### src/rtl/vga_text_console_ctrl_if.sv
// Character-stream handshake and framebuffer port-A bus for vga_text_console_ctrl.
// master = character source plus RAM side; slave = the console sequencer.
interface vga_text_console_ctrl_if #(
  parameter int ADDR_WIDTH = 10,
  parameter int DATA_WIDTH = 8
);
  logic                  char_valid;
  logic [DATA_WIDTH-1:0] char_data;
  logic                  char_ready;
  logic                  ram_we;
  logic [ADDR_WIDTH-1:0] ram_addr;
  logic [DATA_WIDTH-1:0] ram_din;
  logic [DATA_WIDTH-1:0] ram_dout;

  modport master (
    output char_valid, char_data, ram_dout,
    input  char_ready, ram_we, ram_addr, ram_din
  );

  modport slave (
    input  char_valid, char_data, ram_dout,
    output char_ready, ram_we, ram_addr, ram_din
  );
endinterface

### src/rtl/vga_text_console_ctrl.sv
// Text console sequencer owning framebuffer port A: cursor, CR/LF/BS, clear and scroll-up.
// Define CONSOLE_AUTOSCROLL_EN to scroll at the bottom row; otherwise the cursor wraps to row 0.
module vga_text_console_ctrl #(
  parameter int                    COLS       = 32,
  parameter int                    ROWS       = 30,
  parameter int                    ADDR_WIDTH = 10,
  parameter int                    DATA_WIDTH = 8,
  parameter logic [DATA_WIDTH-1:0] BLANK      = 8'h20,
  localparam int                   ROW_W      = $clog2(ROWS),
  localparam int                   COL_W      = $clog2(COLS)
) (
  input  logic                 clk,
  input  logic                 reset,
  vga_text_console_ctrl_if.slave bus,
  input  logic                 clear_req,
  output logic                 busy,
  output logic [ROW_W-1:0]     cursor_row,
  output logic [COL_W-1:0]     cursor_col
);

`ifdef CONSOLE_AUTOSCROLL_EN
  typedef enum logic [2:0] {IDLE, PUT, SCRL_RD, SCRL_WR, CLR} state_t;
`else
  typedef enum logic [1:0] {IDLE, PUT, CLR} state_t;
`endif

  localparam logic [ADDR_WIDTH-1:0] A_COLS     = ADDR_WIDTH'(COLS);
  localparam logic [ADDR_WIDTH-1:0] A_LAST     = ADDR_WIDTH'(COLS * ROWS - 1);
  localparam logic [COL_W-1:0]      COL_LAST   = COL_W'(COLS - 1);
  localparam logic [ROW_W-1:0]      ROW_LAST   = ROW_W'(ROWS - 1);
  localparam logic [DATA_WIDTH-1:0] CH_LF      = DATA_WIDTH'(8'h0A);
  localparam logic [DATA_WIDTH-1:0] CH_CR      = DATA_WIDTH'(8'h0D);
  localparam logic [DATA_WIDTH-1:0] CH_BS      = DATA_WIDTH'(8'h08);
  localparam logic [DATA_WIDTH-1:0] CH_LO      = DATA_WIDTH'(8'h20);
  localparam logic [DATA_WIDTH-1:0] CH_HI      = DATA_WIDTH'(8'h7E);

  state_t                  state, state_n;
  logic                    we_q, we_n;
  logic [ADDR_WIDTH-1:0]   addr_q, addr_n;
  logic [DATA_WIDTH-1:0]   din_q, din_n;
  logic [ROW_W-1:0]        row_q, row_n;
  logic [COL_W-1:0]        col_q, col_n;
  logic                    busy_q;
  logic                    adv;
  logic                    is_print;
  logic [ADDR_WIDTH-1:0]   cur_addr;

  assign is_print = (bus.char_data >= CH_LO) && (bus.char_data <= CH_HI);
  assign cur_addr = ADDR_WIDTH'(row_q) * A_COLS + ADDR_WIDTH'(col_q);

  assign bus.char_ready = (state == IDLE) && !clear_req;
  assign bus.ram_we     = we_q;
  assign bus.ram_addr   = addr_q;
  assign busy           = busy_q;
  assign cursor_row     = row_q;
  assign cursor_col     = col_q;

`ifdef CONSOLE_AUTOSCROLL_EN
  localparam logic [ADDR_WIDTH-1:0] A_LASTROW  = ADDR_WIDTH'(COLS * (ROWS - 1));
  localparam logic [ADDR_WIDTH-1:0] A_SCRL_END = ADDR_WIDTH'(COLS * (ROWS - 1) - 1);

  // A printable that lands past the bottom-right cell writes first, then scrolls.
  logic pend_q, pend_n;

  // Scroll data is forwarded from the RAM's registered read port so a row copy costs 2 cycles/char.
  assign bus.ram_din = (state == SCRL_WR) ? bus.ram_dout : din_q;
`else
  logic unused_dout;
  assign unused_dout = ^bus.ram_dout;
  assign bus.ram_din = din_q;
`endif

  always_ff @(posedge clk) begin
    if (reset) begin
      state  <= IDLE;
      we_q   <= 1'b0;
      addr_q <= '0;
      din_q  <= '0;
      row_q  <= '0;
      col_q  <= '0;
      busy_q <= 1'b0;
`ifdef CONSOLE_AUTOSCROLL_EN
      pend_q <= 1'b0;
`endif
    end else begin
      state  <= state_n;
      we_q   <= we_n;
      addr_q <= addr_n;
      din_q  <= din_n;
      row_q  <= row_n;
      col_q  <= col_n;
      busy_q <= (state_n != IDLE);
`ifdef CONSOLE_AUTOSCROLL_EN
      pend_q <= pend_n;
`endif
    end
  end

  always_comb begin
    state_n = state;
    we_n    = 1'b0;
    addr_n  = addr_q;
    din_n   = din_q;
    row_n   = row_q;
    col_n   = col_q;
    adv     = 1'b0;
`ifdef CONSOLE_AUTOSCROLL_EN
    pend_n  = pend_q;
`endif
    case (state)
      IDLE: begin
        if (clear_req) begin
          state_n = CLR;
          we_n    = 1'b1;
          addr_n  = '0;
          din_n   = BLANK;
          row_n   = '0;
          col_n   = '0;
        end else if (bus.char_valid) begin
          if (is_print) begin
            state_n = PUT;
            we_n    = 1'b1;
            addr_n  = cur_addr;
            din_n   = bus.char_data;
            if (col_q == COL_LAST) begin
              col_n = '0;
              adv   = 1'b1;
            end else begin
              col_n = col_q + 1'b1;
            end
          end else if (bus.char_data == CH_LF) begin
            col_n = '0;
            adv   = 1'b1;
          end else if (bus.char_data == CH_CR) begin
            col_n = '0;
          end else if ((bus.char_data == CH_BS) && (col_q != '0)) begin
            col_n = col_q - 1'b1;
          end
          if (adv) begin
            if (row_q != ROW_LAST) begin
              row_n = row_q + 1'b1;
            end else begin
`ifdef CONSOLE_AUTOSCROLL_EN
              if (is_print) begin
                pend_n = 1'b1;
              end else begin
                state_n = SCRL_RD;
                addr_n  = A_COLS;
              end
`else
              row_n = '0;
`endif
            end
          end
        end
      end
      PUT: begin
`ifdef CONSOLE_AUTOSCROLL_EN
        if (pend_q) begin
          pend_n  = 1'b0;
          state_n = SCRL_RD;
          addr_n  = A_COLS;
        end else begin
          state_n = IDLE;
        end
`else
        state_n = IDLE;
`endif
      end
`ifdef CONSOLE_AUTOSCROLL_EN
      SCRL_RD: begin
        state_n = SCRL_WR;
        we_n    = 1'b1;
        addr_n  = addr_q - A_COLS;
      end
      SCRL_WR: begin
        if (addr_q == A_SCRL_END) begin
          state_n = CLR;
          we_n    = 1'b1;
          addr_n  = A_LASTROW;
          din_n   = BLANK;
        end else begin
          state_n = SCRL_RD;
          addr_n  = addr_q + A_COLS + 1'b1;
        end
      end
`endif
      CLR: begin
        if (addr_q == A_LAST) begin
          state_n = IDLE;
        end else begin
          we_n   = 1'b1;
          addr_n = addr_q + 1'b1;
        end
      end
      default: state_n = IDLE;
    endcase
  end

endmodule

### src/flat_wrapper.sv
// flat-port wrapper written by rule: the top's interface ports become plain ports
module vga_text_console_ctrl_flat 
#(
  parameter int                    COLS       = 32,
  parameter int                    ROWS       = 30,
  parameter int                    ADDR_WIDTH = 10,
  parameter int                    DATA_WIDTH = 8,
  parameter logic [DATA_WIDTH-1:0] BLANK      = 8'h20,
  localparam int                   ROW_W      = $clog2(ROWS),
  localparam int                   COL_W      = $clog2(COLS)
)
  (clk, reset, clear_req, busy, cursor_row, cursor_col, bus_char_valid, bus_char_data, bus_ram_dout, bus_char_ready, bus_ram_we, bus_ram_addr, bus_ram_din);
  vga_text_console_ctrl_if #(.ADDR_WIDTH(ADDR_WIDTH), .DATA_WIDTH(DATA_WIDTH)) bus_i ();
  input  logic clk;
  input  logic reset;
  input  logic clear_req;
  output logic busy;
  output logic [ROW_W-1:0] cursor_row;
  output logic [COL_W-1:0] cursor_col;
  input wire logic [$bits(bus_i.char_valid)-1:0] bus_char_valid;
  input wire logic [$bits(bus_i.char_data)-1:0] bus_char_data;
  input wire logic [$bits(bus_i.ram_dout)-1:0] bus_ram_dout;
  output wire logic [$bits(bus_i.char_ready)-1:0] bus_char_ready;
  output wire logic [$bits(bus_i.ram_we)-1:0] bus_ram_we;
  output wire logic [$bits(bus_i.ram_addr)-1:0] bus_ram_addr;
  output wire logic [$bits(bus_i.ram_din)-1:0] bus_ram_din;
  assign bus_i.char_valid = bus_char_valid;
  assign bus_i.char_data = bus_char_data;
  assign bus_i.ram_dout = bus_ram_dout;
  assign bus_char_ready = bus_i.char_ready;
  assign bus_ram_we = bus_i.ram_we;
  assign bus_ram_addr = bus_i.ram_addr;
  assign bus_ram_din = bus_i.ram_din;
  vga_text_console_ctrl #(.COLS(COLS), .ROWS(ROWS), .ADDR_WIDTH(ADDR_WIDTH), .DATA_WIDTH(DATA_WIDTH), .BLANK(BLANK)) u_core (.clk(clk), .reset(reset), .bus(bus_i), .clear_req(clear_req), .busy(busy), .cursor_row(cursor_row), .cursor_col(cursor_col));
endmodule
### config.mk
export PLATFORM = sky130hd
export DESIGN_NAME = vga_text_console_ctrl_flat
export DESIGN_NICKNAME = d
export VERILOG_FILES = /design/src/rtl/vga_text_console_ctrl_if.sv /design/src/rtl/vga_text_console_ctrl.sv /design/src/flat_wrapper.sv
export SDC_FILE = /design/constraint.sdc
export NUM_CORES = 1
export LEC_CHECK = 0
export CELL_PAD_IN_SITES_DETAIL_PLACEMENT = 0
export CELL_PAD_IN_SITES_GLOBAL_PLACEMENT = 2
export CORE_ASPECT_RATIO = 1.25
export CORE_UTILIZATION = 29
export DETAILED_ROUTE_END_ITERATION = 10
export HOLD_SLACK_MARGIN = 0.12
export PLACE_DENSITY = 0.84
export SKIP_LAST_GASP = 1
export SYNTH_ARGS = -nofsm -noshare
export SYNTH_HDL_FRONTEND = slang
export SYNTH_SLANG_ARGS = --single-unit
### constraint.sdc
create_clock -name clk -period 6.5 [get_ports clk]
set_input_delay 1.95 -clock clk [delete_from_list [all_inputs] [get_ports clk]]
set_output_delay 1.95 -clock clk [all_outputs]
set_load 0.05 [all_outputs]
; ---- Yosys cells after proc, flatten, opt, wreduce, memory -nomap -nowiden
; Index checks and enable logic that the tools add are counted.
[op_classes]
add_sub_neg = 5
n_lt_le_gt_ge = 2
eq_ne = 10
mux = 35
n_reduce_logical = 16
[ops]
columns = operator, count
row1 = 5-bit two-way mux, 11
row2 = 10-bit two-way mux, 4
row3 = 8-bit by 4-bit equality test with 1-bit output (second input constant), 3
row4 = 8-bit two-way mux, 3
row5 = 10-bit one-hot mux with 2 select lines, 1
row6 = 10-bit by 1-bit adder with 10-bit output (second input constant), 1
row7 = 10-bit by 5-bit adder with 10-bit output, 1
row8 = 5-bit by 1-bit adder with 5-bit output (second input constant), 2
row9 = 10-bit equality test (second input constant), 1
row10 = 1-bit two-way mux, 10
row11 = 2-bit nonzero test, 5
row12 = 5-bit nonzero test, 2
row13 = 3-bit AND reduction, 3
row14 = 8-bit by 6-bit greater-or-equal comparator with 1-bit output (second input constant), 1
row15 = 8-bit by 7-bit <= comparator with 1-bit output (second input constant), 1
row16 = 2-bit two-way mux, 4
row17 = 5-bit equality test (second input constant), 1
row18 = 5-bit inequality test (second input constant), 1
row19 = 5-bit by 1-bit subtractor with 5-bit output (second input constant), 1
row20 = 2-bit one-hot mux with 2 select lines, 1
row21 = 4-bit AND reduction, 1
row22 = 1-bit logical AND, 3
row23 = 3-bit by 2-bit inequality test with 1-bit output (second input constant), 1
row24 = 3-bit inequality test (second input constant), 1
row25 = other kinds (5), 5
[totals]
inputBits = 20
wordCells = 75
ff_bits = 32
out_inout_bits = 31

; ---- Logic depth before layout (Yosys ltp)
; Gate-level depths: netlist of run 1.
[logic_depth]
word_depth = 9
depth_mapped = 7
mapped_depth_nobuf = 7

; ---- Least setup slack after synthesis of run 1
; OpenSTA, ideal clock, no wires.
[synth_timing]
path_kind = input-to-output
startpoint = input port clear_req
endpoint = output port bus_char_ready
stages = 2
n_path_buf = 1
t_arrival_ns = 3.247
required_time_ns = 4.550
path_slack_ns = 1.303
path_cell_list = clkbuf_1 nor3_1
[synth_via]
elab_chain_cells = 2
[synth_rtl]
columns = element, line_no
row1 = start: declaration, flat_wrapper.sv:16  ; input logic clear_req;
row2 = 1-bit zero test, vga_text_console_ctrl.sv:51  ; assign bus.char_ready = (state == IDLE) && !clear_req;
row3 = 1-bit logical AND, vga_text_console_ctrl.sv:51
row4 = end: declaration, flat_wrapper.sv:23  ; output wire logic [$bits(bus_i.char_ready)-1:0] bus_char_ready;
; No other way between the ends.

; ---- Worst setup path after layout of run 1
; Same ends and word-level chain as after synthesis.

==> out/metrics.yaml, run 1 <==
run_status:
  status: "completed"
floorplanning:
  rows: 31
  dieArea_sq_um: 6490
  fp.dieH_um: 89.82
  pin_count: 51
  core_sq_um: 5857
  fp.dieW_um: 72.26
  initial_core_util: 0.3055
timing:
  grt_setup_unrepaired: "false"
  setup_ws_ns: 0.9449
  hold_ws_ns: 0.4764
  slew_headroom: 0.2198
  worstMarginPinSlew_ns: 1.158
  fin_setup_tns_ns: 0
  slew_viol_final: 0
  finalSetupViolCount: 0
  hold_viol_final: 0
  fin_crit_sh: 0.8546
  skew_ns: 0.01253
  post-route-min-period_ns: 5.555
  fmax_mhz: 180.0
route:
  via_count: 1799
  drc: 0
  wirelength_mm: 5.512
  viasPerCell: 5.452
  first_pass_iters: 4
  wl_per_cell_um: 16.70
  drt_iter0_markers: 111
  postRouteAntennaNets: 0
global_routing:
  grt_pass1_wl_mm: 9.142
  overflow: 0
  grt_pass1_vias: 1786
  antenna_found_initial: 0
  grt_usage: 0.1792
  grt_start_max_net_pins: 18
layout:
  area_delta_synth_final_pct: 32.03
  fin_area_sq_um: 2362
  fin_cells: 330
  nets: 275
  n_fill_cell: 610
  diodes: 0
  final_layout_size_suffix_gt1_frac: 0.05645
placed_design:
  io_buffers: 42
  placed_area_sq_um: 2285
  post-place-ws_ns: 0.9451
  post-dp-hpwl_mm: 3.930
  gp_congestion: 0.7637
  dp_cells: 323
synth:
  yosys-top-cells-area: "dfxtp_1, nor2_1, ha_1"
  syn_inst: 207
  synth_fp_nets: 234
  synth_common_cells: "dfxtp_1, nor2_1, a21oi_1"
  seq_area_frac_synth: 0.3580
  yosysMostFrequentCell: "dfxtp_1"
  synth_edf_count: 0
  async_reset_ff_frac: 0
  netlist.area_leader.share: 0.3580
  synth_ff_type: "dfxtp_1"
  synth.distinct_cells: 54
  ys_ff_latch: 32
  avgSynthCellArea_sq_um: 8.644
  syn-cell-area_sq_um: 1789
  synth_warnings: 0
  yosys.area.top_type: "dfxtp_1"
clock_network:
  clkTransAtPathRegs_ns: 0.06
  root_buffer: "clkbuf_8"
  cts_hold_buf: 0
  htreeDepth: 2
  insertion_delay_ns: 0.28
  post_cts_resize_count: 0
  numCtsBuffers: 5
  clock-sinks: 32
  cts_setup_buffers: 0
  clockBufferDepth: 2
  cts_tree: "done"
power_and_ir_drop:
  leakagePower_nw: 0.8379
  vdd.ir_drop.worst_mv: 0.1066
  power_density_nw_per_um2: 202.6
worst_setup_path:
  critPathKind: "in -> out"
  ff2ff_setup_slack_ns: 4.17
  critPathCaptureType: "primary output"
  required_ns: 4.55
  critPathMaxFanout: 2
  arrival_ns: 3.61
  r2r_cells: 6
  startpoint_type: "input port"
min_path:
  min_path_cells: 1
  min_path_type: "reg -> reg"
job:
  drv_cap: 0
[cell usage in the layout, fill, tap and decap left out, types with 3 or more instances in the layout]
| cell | n |
|---|---|
| a22oi_1 | 5 |
| a22o_1 | 8 |
| a32oi_1 | 3 |
| ha_1 | 7 |
| o21ai_0 | 8 |
| clkbuf_8 | 5 |
| and3_1 | 4 |
| dfxtp_1 | 32 |
| nor2b_1 | 3 |
| nor2_1 | 24 |
| nand2_1 | 9 |
| nand3_1 | 8 |
| nor3_1 | 9 |
| clkdlybuf4s50_1 | 42 |
| a32o_1 | 5 |
| o32ai_1 | 3 |
| a21oi_1 | 11 |
| inv_1 | 10 |
| o311ai_0 | 3 |
| a31oi_1 | 3 |
[cells by family (layout without fill, tap and decap cells)]
| logic type | Yosys count | count (layout) | share of synthesized area |
|---|---|---|---|
| flip-flops | 32 | 32 | 0.3580 |
| multiplexers | 1 | 1 | 0.005595 |
| AO/OA/AOI/OAI | 73 | 73 | 0.3259 |
| adder cells (fa/ha/maj) | 7 | 7 | 0.04895 |
| AND/OR/NAND/NOR | 72 | 72 | 0.2063 |
| buffers and inverters | 19 | 60 | 0.04056 |
| XOR/XNOR | 3 | 3 | 0.01469 |
[state kept, by name, indices dropped and copies added (netlist names)]
name                 cells
u_core.bus.ram_din       8
u_core.cursor_col        5
u_core.busy              1
u_core.state             2
u_core.bus.ram_addr     10
u_core.bus.ram_we        1
u_core.cursor_row        5
[final cells by class]
class	count	area (sq um)	share of cell area
clock inverter	1	5.005	0.002119
clock buffer	6	72.57	0.03072
timing repair buffer	43	427.9	0.1811
sequential	32	640.6	0.2712
tap	82	102.6	0.04343
inverter	10	37.54	0.01589
multi-input combinational	156	1076	0.4555
[worst max-delay path, cell delays in order]
cell and delay [ns]:
clkdlybuf4s50_1 0.47, nor3_1 0.31, clkdlybuf4s50_1 0.88
[path summary, 6_finish.rpt]
path                                          endpoint                   start
worst max register to register  u_core.bus.ram_addr[8]  u_core.bus.ram_addr[0]
worst min-delay path             u_core.bus.ram_din[1]   u_core.bus.ram_din[1]
worst min register to register   u_core.bus.ram_din[1]   u_core.bus.ram_din[1]
worst max-delay path                    bus_char_ready               clear_req
[layer usage]
layer / vias up / GRT usage / wire (um)
met5: - / 0 / 0
met4: 0 / 0.05392 / 68
met3: 7 / 0.03924 / 236
met2: 50 / 0.3022 / 2735
met1: 855 / 0.2240 / 2472
li1: 887 / - / -
[power by group]
| group | internal [W] | switching, W |
|---|---|---|
| clock | 0.0000728 | 0.0000721 |
| sequential | 0.000205 | 0.0000104 |
| combinational | 0.0000414 | 0.0000773 |
[stage by stage]
step	utilization	total power [W]
after floorplan	-	0.0002960
after global placement	0.3901	0.0003383
after detailed placement	0.3901	0.0003383
after CTS	0.4033	0.0004822
after global routing	0.4033	0.0005014
final	0.4033	0.0004786
Power figures use the tool's default switching activity.
==> inputs of run 2 (changes only) <==
- PLACE_DENSITY: 0.84 -> unset
- PLACE_DENSITY_LB_ADDON: unset -> 0.3
==> run 2 against run 1 <==
- routed wire length increased by 0.56%
- non-clock buffer count is 1 higher
- die area unchanged
- flip-flop and latch count did not move
- clock power grew 14%
- combinational power is essentially flat
- global-route usage shrank 0.26 points
- utilization rose by 0.38 points
- first-iteration DRC count increased by 1.8%
- hold slack improved by 0.0035 ns
- clock-buffer cell count stayed put
==> out/metrics.yaml, run 2 (same netlist as run 1, synthesis figures left out) <==
min_path:
  min_path_cells: 1
  hp-start: "u_core.bus.ram_din[4]"
  min_path_type: "reg -> reg"
power_and_ir_drop:
  vdd.ir_drop.worst_mv: 0.08843
  leakagePower_nw: 0.8526
  power_density_nw_per_um2: 209.7
worst_setup_path:
  crit_buf_inv: 2
  critPathCaptureType: "primary output"
  crit_chain: "clkdlybuf4s50_1, nor3_1, clkdlybuf4s50_1"
  ff2ff_setup_slack_ns: 4.19
  startpoint_type: "input port"
  required_ns: 4.55
  critPathKind: "in -> out"
  r2r_cells: 6
  cp_common_cell: "clkdlybuf4s50_1"
  critPathMaxFanout: 2
  crit_start: "clear_req"
  r2r_start: "u_core.bus.ram_addr[0]"
  critPathSlowestCell: "clkdlybuf4s50_1"
  cp.depth: 3
  arrival_ns: 3.52
  endpoint: "bus_char_ready"
  reg2reg_to: "u_core.bus.ram_addr[8]"
  cpPeakStageDelay_ns: 0.87
  crit_family: "buffers and inverters"
clock_network:
  post_cts_resize_count: 0
  clock-sinks: 32
  cts_setup_buffers: 0
  htreeDepth: 2
  clkTransAtPathRegs_ns: 0.07
  cts_hold_buf: 0
  cts_tree: "done"
  root_buffer: "clkbuf_8"
  clockBufferDepth: 2
  numCtsBuffers: 5
  insertion_delay_ns: 0.29
floorplanning:
  pin_count: 51
  dieArea_sq_um: 6490
  rows: 31
  initial_core_util: 0.3055
  core_sq_um: 5857
  fp.dieW_um: 72.26
  fp.dieH_um: 89.82
timing:
  finalSetupViolCount: 0
  hold_viol_final: 0
  slew_viol_final: 0
  fmax_mhz: 182.9
  slew_headroom: 0.2811
  worstMarginPinSlew_ns: 1.067
  hold_ws_ns: 0.4799
  fin_crit_sh: 0.8413
  skew_ns: 0.006575
  post-route-min-period_ns: 5.468
  grt_setup_unrepaired: "false"
  fin_setup_tns_ns: 0
route:
  first_pass_iters: 4
  viasPerCell: 5.530
  wirelength_mm: 5.543
  drt_iter0_markers: 113
  postRouteAntennaNets: 0
  via_count: 1836
  wl_per_cell_um: 16.70
  drc: 0
layout:
  final_layout_size_suffix_gt1_frac: 0.06800
  area_delta_synth_final_pct: 33.29
  nets: 276
  diodes: 0
  final_cell_mix: "clkdlybuf4s50_1, dfxtp_1, nor2_1"
  fin_cells: 332
  layout_commonest_cell: "clkdlybuf4s50_1"
  largest_reg_flops: 10
run_status:
  status: "completed"
job:
  drv_cap: 0
global_routing:
  grt_usage: 0.1766
  antenna_found_initial: 0
  grt_pass1_wl_mm: 9.135
  grt_start_max_net_pins: 18
  grt_pass1_vias: 1865
  overflow: 0
placed_design:
  gp_congestion: 0.7688
  dp_cells: 324
  post-dp-hpwl_mm: 3.894
  io_buffers: 42
==> run 2: final cells by class <==
cell class                      instances  area (sq um)
Clock inverter                          2         10.01
Inverter                               10         37.54
Multi-Input combinational cell        156          1076
Tap cell                               82         102.6
Clock buffer                            6         82.58
Timing Repair Buffer                   44         435.4
Sequential cell                        32         640.6
Fill cell                             617          3472
==> run 2: routing by layer <==
| layer | up-vias | routed length (um) | GRT usage |
|---|---|---|---|
| li1 | 892 | - | - |
| met1 | 883 | 2482 | 0.2224 |
| met2 | 57 | 2770 | 0.3006 |
| met3 | 4 | 257 | 0.03251 |
| met4 | 0 | 33 | 0.05229 |
| met5 | - | 0 | 0 |
==> run 2: through the flow <==
step                instance area, sq um  utilization  setup slack (ns)  total power [W]
floorplan                           1789            -             1.303        0.0002960
global placement                    2292       0.3914            0.9907        0.0003397
detailed placement                  2292       0.3914             1.025        0.0003389
CTS                                 2385       0.4072             1.003        0.0005041
global route                        2385       0.4072            0.9495        0.0005192
finish                              2385       0.4072             1.032        0.0005001
==> run 2: worst register-to-register path, stage by stage (launching register included) <==
cell and delay [ns]:
dfxtp_1 0.44, ha_1 0.26, nand3_1 0.15, nor3_1 0.31, a41oi_1 0.41, nor2_1 0.47, o32ai_1 0.15
==> run 2: worst min-delay path by stage <==
| stage | to |
|---|---|
| after floorplan | u_core.state[1] |
| after global placement | u_core.bus.ram_din[4] |
| after detailed placement | u_core.bus.ram_din[2] |
| after CTS | u_core.bus.ram_din[1] |
| after global routing | u_core.bus.ram_din[1] |
| final | u_core.bus.ram_din[4] |
==> run 2: where the power goes <==
group | leakage, nW | internal, W | switching, W
clock network | 0.0510 | 0.0000846 | 0.0000811
logic | 0.541 | 0.0000417 | 0.0000778
registers | 0.260 | 0.000204 | 0.0000104
